<file path="src/rtl/frame_decoder_if.sv">
// Link-side and message-side signals of frame_decoder, grouped as one bundle.
// slave = decoder, master = symbol source / message consumer.
interface frame_decoder_if #(
  parameter int PACKET_SIZE = 8,
  parameter int MESSAGE_BIT = 256,
  parameter int CHANNEL_BIT = 1
);
  logic                   in_valid;
  logic [PACKET_SIZE-1:0] in_data;
  logic                   in_ready;
  logic                   out_valid;
  logic [CHANNEL_BIT-1:0] out_channel;
  logic [4:0]             out_length;
  logic [MESSAGE_BIT-1:0] out_data;
  logic                   out_ready;
  logic                   drop_pulse;
  logic [7:0]             err_count;

  modport master (
    output in_valid, in_data, out_ready,
    input  in_ready, out_valid, out_channel, out_length, out_data, drop_pulse, err_count
  );
  modport slave (
    input  in_valid, in_data, out_ready,
    output in_ready, out_valid, out_channel, out_length, out_data, drop_pulse, err_count
  );
endinterface

</file>
<file path="src/rtl/frame_decoder.sv">
// Symbol-stream frame decoder: HEAD, CHAN, LEN, DATA..., END -> one held message.
// Optional saturating drop counter enabled by `define FRAME_DECODER_ERR_COUNT_EN.
module frame_decoder #(
  parameter int PACKET_SIZE = 8,
  parameter int MESSAGE_BIT = 256,
  parameter int CHANNEL_BIT = 1
) (
  input logic           CLK,
  input logic           RST_N,
  frame_decoder_if.slave bus
);
  localparam int SYM_W = PACKET_SIZE - 1;

  typedef enum logic [2:0] {S_IDLE, S_CHAN, S_LEN, S_DATA, S_END, S_HOLD} state_t;
  state_t st, nxt;

  logic [4:0]             id_q, len_q;
  logic [CHANNEL_BIT-1:0] chan_q;
  logic [8:0]             ptr_q;
  logic [MESSAGE_BIT-1:0] payload_q;
  logic [CHANNEL_BIT-1:0] och_q;
  logic [4:0]             olen_q;
  logic [MESSAGE_BIT-1:0] odata_q;
  logic                   drop_q;

  logic [2:0]       cls;
  logic [SYM_W-1:0] sym;
  logic             is_head, is_chan, is_len, is_end, is_data, acc, last_data;
  logic             start, drop, take_chan, take_len, take_data, load;

  assign cls     = bus.in_data[PACKET_SIZE-1 -: 3];
  assign sym     = bus.in_data[SYM_W-1:0];
  assign is_data = ~bus.in_data[PACKET_SIZE-1];
  assign is_head = (cls == 3'b100);
  assign is_chan = (cls == 3'b101);
  assign is_len  = (cls == 3'b110);
  assign is_end  = (cls == 3'b111);
  assign acc     = bus.in_valid && (st != S_HOLD);
  // Last DATA symbol once this one reaches length*8 bits (pre-update pointer).
  assign last_data = ({1'b0, ptr_q} + 10'(SYM_W)) >= {2'b00, len_q, 3'b000};

  always_ff @(posedge CLK or negedge RST_N)
    if (!RST_N) st <= S_IDLE;
    else        st <= nxt;

  always_comb begin
    nxt       = st;
    start     = 1'b0;
    drop      = 1'b0;
    take_chan = 1'b0;
    take_len  = 1'b0;
    take_data = 1'b0;
    load      = 1'b0;
    case (st)
      S_IDLE: if (acc && is_head) begin start = 1'b1; nxt = S_CHAN; end
      S_CHAN: if (acc) begin
        if (is_chan) begin take_chan = 1'b1; nxt = S_LEN; end
        else drop = 1'b1;
      end
      S_LEN: if (acc) begin
        if (is_len) begin take_len = 1'b1; nxt = S_DATA; end
        else drop = 1'b1;
      end
      S_DATA: if (acc) begin
        if (is_data) begin
          take_data = 1'b1;
          if (last_data) nxt = S_END;
        end else drop = 1'b1;
      end
      S_END: if (acc) begin
        if (is_end && (bus.in_data[4:0] == id_q)) begin load = 1'b1; nxt = S_HOLD; end
        else drop = 1'b1;
      end
      S_HOLD: if (bus.out_ready) nxt = S_IDLE;
      default: nxt = S_IDLE;
    endcase
    // An aborting HEAD opens the next frame in the same cycle.
    if (drop) begin
      start = is_head;
      nxt   = is_head ? S_CHAN : S_IDLE;
    end
  end

  always_ff @(posedge CLK or negedge RST_N)
    if (!RST_N) begin
      id_q      <= '0;
      len_q     <= '0;
      chan_q    <= '0;
      ptr_q     <= '0;
      payload_q <= '0;
      och_q     <= '0;
      olen_q    <= '0;
      odata_q   <= '0;
      drop_q    <= 1'b0;
    end else begin
      drop_q <= drop;
      if (start) begin
        id_q      <= bus.in_data[4:0];
        payload_q <= '0;
        ptr_q     <= '0;
      end
      if (take_chan) chan_q <= bus.in_data[CHANNEL_BIT-1:0];
      if (take_len)  len_q  <= bus.in_data[4:0];
      // Payload starts cleared and fills upward, so OR-in is a write; bits past the top fall off.
      if (take_data) begin
        payload_q <= payload_q | (MESSAGE_BIT'(sym) << ptr_q);
        ptr_q     <= ptr_q + 9'(SYM_W);
      end
      if (load) begin
        och_q   <= chan_q;
        olen_q  <= len_q;
        odata_q <= payload_q;
      end
    end

  assign bus.in_ready    = (st != S_HOLD);
  assign bus.out_valid   = (st == S_HOLD);
  assign bus.out_channel = och_q;
  assign bus.out_length  = olen_q;
  assign bus.out_data    = odata_q;
  assign bus.drop_pulse  = drop_q;

`ifdef FRAME_DECODER_ERR_COUNT_EN
  logic [7:0] err_q;
  always_ff @(posedge CLK or negedge RST_N)
    if (!RST_N)                      err_q <= '0;
    else if (drop && err_q != 8'hFF) err_q <= err_q + 8'd1;
  assign bus.err_count = err_q;
`else
  assign bus.err_count = 8'h00;
`endif
endmodule

</file>
<file path="src/flat_wrapper.sv">
// flat-port wrapper written by rule: the top's interface ports become plain ports
module frame_decoder_flat 
#(
  parameter int PACKET_SIZE = 8,
  parameter int MESSAGE_BIT = 256,
  parameter int CHANNEL_BIT = 1
)
  (CLK, RST_N, bus_in_valid, bus_in_data, bus_out_ready, bus_in_ready, bus_out_valid, bus_out_channel, bus_out_length, bus_out_data, bus_drop_pulse, bus_err_count);
  frame_decoder_if #(.PACKET_SIZE(PACKET_SIZE), .MESSAGE_BIT(MESSAGE_BIT), .CHANNEL_BIT(CHANNEL_BIT)) bus_i ();
  input logic CLK;
  input logic RST_N;
  input wire logic [$bits(bus_i.in_valid)-1:0] bus_in_valid;
  input wire logic [$bits(bus_i.in_data)-1:0] bus_in_data;
  input wire logic [$bits(bus_i.out_ready)-1:0] bus_out_ready;
  output wire logic [$bits(bus_i.in_ready)-1:0] bus_in_ready;
  output wire logic [$bits(bus_i.out_valid)-1:0] bus_out_valid;
  output wire logic [$bits(bus_i.out_channel)-1:0] bus_out_channel;
  output wire logic [$bits(bus_i.out_length)-1:0] bus_out_length;
  output wire logic [$bits(bus_i.out_data)-1:0] bus_out_data;
  output wire logic [$bits(bus_i.drop_pulse)-1:0] bus_drop_pulse;
  output wire logic [$bits(bus_i.err_count)-1:0] bus_err_count;
  assign bus_i.in_valid = bus_in_valid;
  assign bus_i.in_data = bus_in_data;
  assign bus_i.out_ready = bus_out_ready;
  assign bus_in_ready = bus_i.in_ready;
  assign bus_out_valid = bus_i.out_valid;
  assign bus_out_channel = bus_i.out_channel;
  assign bus_out_length = bus_i.out_length;
  assign bus_out_data = bus_i.out_data;
  assign bus_drop_pulse = bus_i.drop_pulse;
  assign bus_err_count = bus_i.err_count;
  frame_decoder #(.PACKET_SIZE(PACKET_SIZE), .MESSAGE_BIT(MESSAGE_BIT), .CHANNEL_BIT(CHANNEL_BIT)) u_core (.CLK(CLK), .RST_N(RST_N), .bus(bus_i));
endmodule
</file>
<file path="config.mk">
export PLATFORM = sky130hd
export DESIGN_NAME = frame_decoder_flat
export DESIGN_NICKNAME = d
export VERILOG_FILES = /design/src/rtl/frame_decoder_if.sv /design/src/rtl/frame_decoder.sv /design/src/flat_wrapper.sv
export SDC_FILE = /design/constraint.sdc
export NUM_CORES = 1
export LEC_CHECK = 0
export ABC_AREA = 1
export CAP_MARGIN = 30
export CORE_UTILIZATION = 60
export DETAILED_ROUTE_END_ITERATION = 16
export DONT_BUFFER_PORTS = 1
export PLACE_DENSITY = 0.8
export SETUP_SLACK_MARGIN = 0.1
export SKIP_CTS_REPAIR_TIMING = 1
export SLEW_MARGIN = 25
export SYNTH_ARGS = -nofsm -noshare
export SYNTH_HDL_FRONTEND = slang
export SYNTH_SLANG_ARGS = --single-unit
</file>
<file path="constraint.sdc">
create_clock -name CLK -period 2.65 [get_ports CLK]
set_input_delay 0.53 -clock CLK [delete_from_list [all_inputs] [get_ports CLK]]
set_output_delay 0.53 -clock CLK [all_outputs]
set_load 0.03 [all_outputs]
</file>
Yosys cells after proc, flatten, opt, wreduce, memory -nomap -nowiden:

Index checks and enable logic that the tools add are counted.

* mux-type cells: 42
* reductions and logical operators: 6
* add/subtract/negate cells: 2
* bitwise operators: 1
* equality and inequality tests: 22
* magnitude comparators: 1
* shift-type cells: 1

Operator list (number)
* $mux W256: 2
* $or A256 B256 Y256: 1
* $shl A7 B9 Y256: 1
* $mux W3: 12
* $ne A3 B1 Y1 const B: 9
* $mux W1: 24
* $eq A3 B3 Y1 const B: 6
* $mux W9: 2
* $pmux W3 S6: 1
* $reduce_and A11 Y1: 1
* $add A9 B3 Y10 const B: 1
* $ge A10 B8 Y1: 1
* $add A9 B3 Y9 const B: 1
* $eq A3 B2 Y1 const B: 2
* $ne A3 B2 Y1 const B: 2
* $eq A5 B5 Y1: 1
* $pmux W1 S4: 1
* $eq A3 B1 Y1 const B: 1
* $logic_and A1 B1 Y1: 3
* $logic_not A3 Y1: 1
* $ne A3 B3 Y1 const B: 1
* $reduce_bool A2 Y1: 1

* register bits: 542
* output and inout bits: 273

Depth between registers and ports, before layout:

* depth in word-level cells: 8
* gate-level depth with buffers: 22
* gate-level depth less buffers: 20

Worst setup path before layout:

Ideal clock, no wire load.

* path type: reg-to-reg
* start: register u_core.ptr_q[0]
* end: register u_core.st[1]
* arrival time: 2.273 ns
* cell stages (with the launch flop): 21
* slack: 0.260 ns
* setup time: 0.117 ns
* period minus slack after synthesis: 2.390 ns
* path buffers: 1
* path through: dfrtp_1 > buf_2 > inv_1 > ha_1 > a21oi_1 > xor2_1 > inv_1 > ha_1 > nand2_1 > inv_1 > nand2_1 > nand2_1 > nand2_1 > nand2_1 > nand2_1 > nand2_1 > nand2_1 > nand2_1 > nand2_1 > nand2_1 > nand2_1

* word-level cells in the longest chain between the ends: 4

RTL lines
* start: declaration: line frame_decoder.sv:19 `logic [8:0] ptr_q;`
* start signal: assignment: line frame_decoder.sv:107 `ptr_q <= ptr_q + 9'(SYM_W);`
* $add A9 B3 Y10: line frame_decoder.sv:40 `assign last_data = ({1'b0, ptr_q} + 10'(SYM_W)) >= {2'b00, len_q, 3'b000};`
* $ge A10 B8 Y1: line frame_decoder.sv:40
* $ne A3 B1 Y1 (no line)
* $reduce_and A11 Y1 (no line)
* end signal: assignment: line frame_decoder.sv:44 `else st <= nxt;`
* end: declaration: line frame_decoder.sv:15 `state_t st, nxt;`

No other way between the ends.
A chain may end at the register's enable or synchronous reset.

Worst setup path after layout:

* start: register u_core.ptr_q[0]
* end: register u_core.payload_q[48]

* word-level cells in the longest chain between the ends: 3

RTL lines
* $shl A7 B9 Y256: line frame_decoder.sv:106 `payload_q <= payload_q | (MESSAGE_BIT'(sym) << ptr_q);`
* $or A256 B256 Y256: line frame_decoder.sv:106
* $mux W256: line frame_decoder.sv:105 `if (take_data) begin`
* end signal: assignment: line frame_decoder.sv:106
* end: declaration: line frame_decoder.sv:20 `logic [MESSAGE_BIT-1:0] payload_q;`

No other way between the ends.

==> Implementation_results.wiki <==
{| class="wikitable"
! Metric !! Value
|-
| Post-synthesis simple-gate area fraction || 0.172
|-
| Adder-cell share of the synthesized area || 0.00395
|-
| Die ar. || 0.0377 mm^2
|-
| Sequential cell area || 0.0136 mm^2
|-
| Combined area of the multi-input logic cells || 0.00679 mm^2
|-
| Iteration-0 DRC Markers || 1909
|-
| Die span in y || 194 um
|-
| Latest clock arrival within the worst-skew pair || 610 ps
|-
| Clk_skew || 20.4 ps
|-
| Number of slew-limit violations in the final report || 0
|-
| Peak ir drop on the vdd network || 0.574 mV
|-
| Max frequency || 0.407 GHz
|-
| Drc violations || 0
|-
| Number of flops mapped to enable cells by yosys || 0
|-
| Flip-flop cell with the highest count after synthesis || sky130_fd_sc_hd__dfrtp_1
|-
| Post-synth top area share || 0.612
|-
| Data arrival at the endpoint of the critical path || 2920 ps
|-
| Static leakage || 11.6 nW
|-
| Fin crit share || 0.926
|-
| Count of endpoints failing setup in the final report || 0
|-
| Reported max-cap violation count || 0
|-
| Kind of path behind the tightest hold check || in -> async
|-
| Share of synthesized area occupied by flip-flops and latches || 0.612
|-
| Total length of routed wires || 64.8 mm
|-
| Final-layout setup total negative slack || 0 ps
|-
| Sort of element at the start of the critical path || register
|-
| Combinational family with the most area after synthesis || simple AND/OR/NAND/NOR gates
|-
| Hold violation total from the final report || 542
|-
| First-pass GRT wire length || 99.7 mm
|-
| Final core utilization || 0.679
|-
| Element type at the critical path end || register
|-
| Routed wire per std cell || 21.8 um
|-
| Placement-stage worst setup slack || 203 ps
|-
| Min cycle time layout || 2450 ps
|-
| Via count || 17608
|-
| Synthesis warning total || 0
|-
| Total CTS buffers || 53
|-
| Xor/xnor share of the synthesized area || 0.00119
|-
| Clock-pin slew reported for the worst setup and hold paths after clock tree synthesis || 70 ps
|-
| Category of the critical setup timing path || reg -> reg
|-
| Number of buffers inserted by port buffering || 0
|-
| Post-Place Cells || 2876
|-
| Post-route setup slack || 196 ps
|-
| Most repeated cell in the gate-level netlist after synthesis || sky130_fd_sc_hd__nand2_1
|-
| Finished Layout Cells || 2978
|-
| Average cell area after synthesis || 8.92 um^2
|-
| Power density over the cells || 927 mW/mm^2
|-
| Endpoint required time on the critical path || 3120 ps
|-
| Row count || 70
|-
| Final weighted congestion in routability-driven placement || 0.968
|-
| Netlist area before placement || 0.0222 mm^2
|-
| Maximum number of buffers from clock root to sink || 3
|-
| Pre-Repair DR Iteration Count || 7
|-
| Share of async-settable or async-resettable flops after synthesis || 1.00
|-
| Most frequent cells after synthesis || sky130_fd_sc_hd__nand2_1 (571), sky130_fd_sc_hd__dfrtp_1 (542), sky130_fd_sc_hd__o21ai_0 (333)
|-
| HPWL reported at the end of detailed placement || 42.5 mm
|-
| Final global-route overflow total || 0
|-
| Layout Nets || 2485
|-
| Count of antenna diodes in the layout || 0
|-
| Via count of the first global-routing pass || 17393
|-
| Io pins || 285
|-
| Initial Utilization || 0.608
|-
| Post-layout power || 0.0229 W
|-
| Failing checks || negative hold slack
|-
| Proportion of layout cells with a drive suffix above 1 || 0.0805
|-
| Run status || finished, violations left
|-
| Cell at the root of the clock tree || sky130_fd_sc_hd__clkbuf_16
|-
| Total clock sinks || 542
|-
| Maximum level of the CTS H-tree || 2
|-
| Clock tree from TritonCTS || done
|-
| Gr usage total || 0.347
|-
| Antenna violations before repair || 1
|-
| Gate count after technology mapping || 2483
|-
| Worst Max-Slew Pin Slew || 1430 ps
|-
| Main area contributors after synthesis || sky130_fd_sc_hd__dfrtp_1 (61%), sky130_fd_sc_hd__nand2_1 (9.7%), sky130_fd_sc_hd__o21ai_0 (7.5%)
|-
| Post-synthesis compound-gate area fraction || 0.125
|-
| Final worst hold slack || -366 ps
|-
| Pin count of the biggest net entering global routing || 543
|-
| ANT nets after route || 0
|-
| Area of the core || 0.0364 mm^2
|-
| Number of storage elements in the synthesis netlist || 542
|-
| Area growth from synthesis to layout || 11.7%
|-
| Biggest area consumer among synthesized cells || sky130_fd_sc_hd__dfrtp_1
|-
| Unrepaired setup endpoints after global routing || false
|-
| Avg Vias per Cell || 5.91
|-
| Maximum fanout along the worst path || 15
|-
| Remaining max-slew budget at the tightest pin || 0.0436
|-
| Count of different cell masters after synthesis || 29
|-
| Mux share of post-synthesis cell area || 0
|-
| Horiz. Die Dim || 194 um
|-
| Layout fillers || 2797
|}
[state kept, by name, indices dropped and copies added, names as in the netlist]
name,cells
u_core.bus.out_data,256
u_core.payload_q,256
u_core.ptr_q,9
u_core.bus.out_length,5
u_core.id_q,5
u_core.len_q,5
u_core.st,3
u_core.bus.drop_pulse,1
u_core.bus.out_channel,1
u_core.chan_q,1
[power breakdown]
group	total [W]	leakage, nW	switching (W)	internal [W]
logic	0.00459	3.32	0.00315	0.00144
registers	0.0107	7.40	0.000797	0.00987
clock network	0.00768	0.878	0.00321	0.00448
[worst max-delay path: stages, from the launching register on]
cell	delay [ps]
sky130_fd_sc_hd__dfrtp_1	410
sky130_fd_sc_hd__buf_4	190
sky130_fd_sc_hd__nand2_1	60
sky130_fd_sc_hd__o21ai_0	80
sky130_fd_sc_hd__buf_4	150
sky130_fd_sc_hd__o21ai_0	300
sky130_fd_sc_hd__nand2_1	210
sky130_fd_sc_hd__nand3_1	110
sky130_fd_sc_hd__nand2_1	330
sky130_fd_sc_hd__buf_4	290
sky130_fd_sc_hd__nand4_1	90
sky130_fd_sc_hd__a21oi_1	90
[metrics by stage]
stage               area (um^2)  hold WS, ps
finish                    24700         -366
detailed placement        22900          245
global placement          22900          244
CTS                       24700         -382
global route              24700         -378
floorplan                 22200          234
[path summary, 6_finish.rpt]
kind / startpoint / endpoint / slack [ps] / depth (start not counted)
max: u_core.ptr_q[0] / u_core.payload_q[48] / 200 / 11
min: RST_N / u_core.bus.out_data[172] / -370 / 0
max reg2reg: u_core.ptr_q[0] / u_core.payload_q[48] / 200 / 11
min reg2reg: u_core.payload_q[141] / u_core.payload_q[141] / 480 / 2
max in group asynchronous: RST_N / u_core.ptr_q[5] / 1690 / 0
min in group CLK: bus_in_data[3] / u_core.id_q[3] / 50 / 2
[placed cells by master, fill, tap and decap left out, types with 2 or more instances in the layout]
master,n
sky130_fd_sc_hd__clkbuf_16,55
sky130_fd_sc_hd__clkinv_1,2
sky130_fd_sc_hd__ha_1,6
sky130_fd_sc_hd__o21ai_1,18
sky130_fd_sc_hd__inv_1,304
sky130_fd_sc_hd__o22ai_1,3
sky130_fd_sc_hd__o21a_1,2
sky130_fd_sc_hd__nand2_2,3
sky130_fd_sc_hd__o21ai_0,332
sky130_fd_sc_hd__o21ai_2,3
sky130_fd_sc_hd__buf_12,13
sky130_fd_sc_hd__clkbuf_1,13
sky130_fd_sc_hd__buf_4,73
sky130_fd_sc_hd__conb_1,8
sky130_fd_sc_hd__clkbuf_8,10
sky130_fd_sc_hd__nor3_4,2
sky130_fd_sc_hd__nand4_1,64
sky130_fd_sc_hd__nand3_1,159
sky130_fd_sc_hd__nor2_1,81
sky130_fd_sc_hd__xor2_1,3
sky130_fd_sc_hd__clkinvlp_4,3
sky130_fd_sc_hd__nor3_1,12
sky130_fd_sc_hd__inv_2,4
sky130_fd_sc_hd__a21oi_1,190
sky130_fd_sc_hd__nand2_1,569
sky130_fd_sc_hd__clkinv_2,12
sky130_fd_sc_hd__bufinv_16,4
sky130_fd_sc_hd__nor2_2,4
sky130_fd_sc_hd__dfrtp_1,540
[cells by family (layout without fill, tap and decap cells)]
logic type | after synthesis | in the layout
compound gates | 550 | 550
xor+xnor | 3 | 3
fa+ha+maj | 7 | 7
buf+inv | 478 | 498
flops | 542 | 542
other cells | 1 | 8
simple gates | 902 | 902
[metal layers]
metal | share of wire | global-route usage | vias up
met5 | 0.00015 | 0 | -
met4 | 0.057 | 0.198 | 2
met3 | 0.10 | 0.0946 | 200
met2 | 0.47 | 0.546 | 921
met1 | 0.37 | 0.437 | 8577
li1 | - | - | 7908
[cell type report]
type	instances	share of cell area
clock buffers	78	0.0631
clock inverters	21	0.00890
repair buffers	88	0.0344
well taps	468	0.0237
multi-input cells	1470	0.274
flip-flops and latches	542	0.548
inverters	311	0.0473
(Power assumes the default switching activity.)
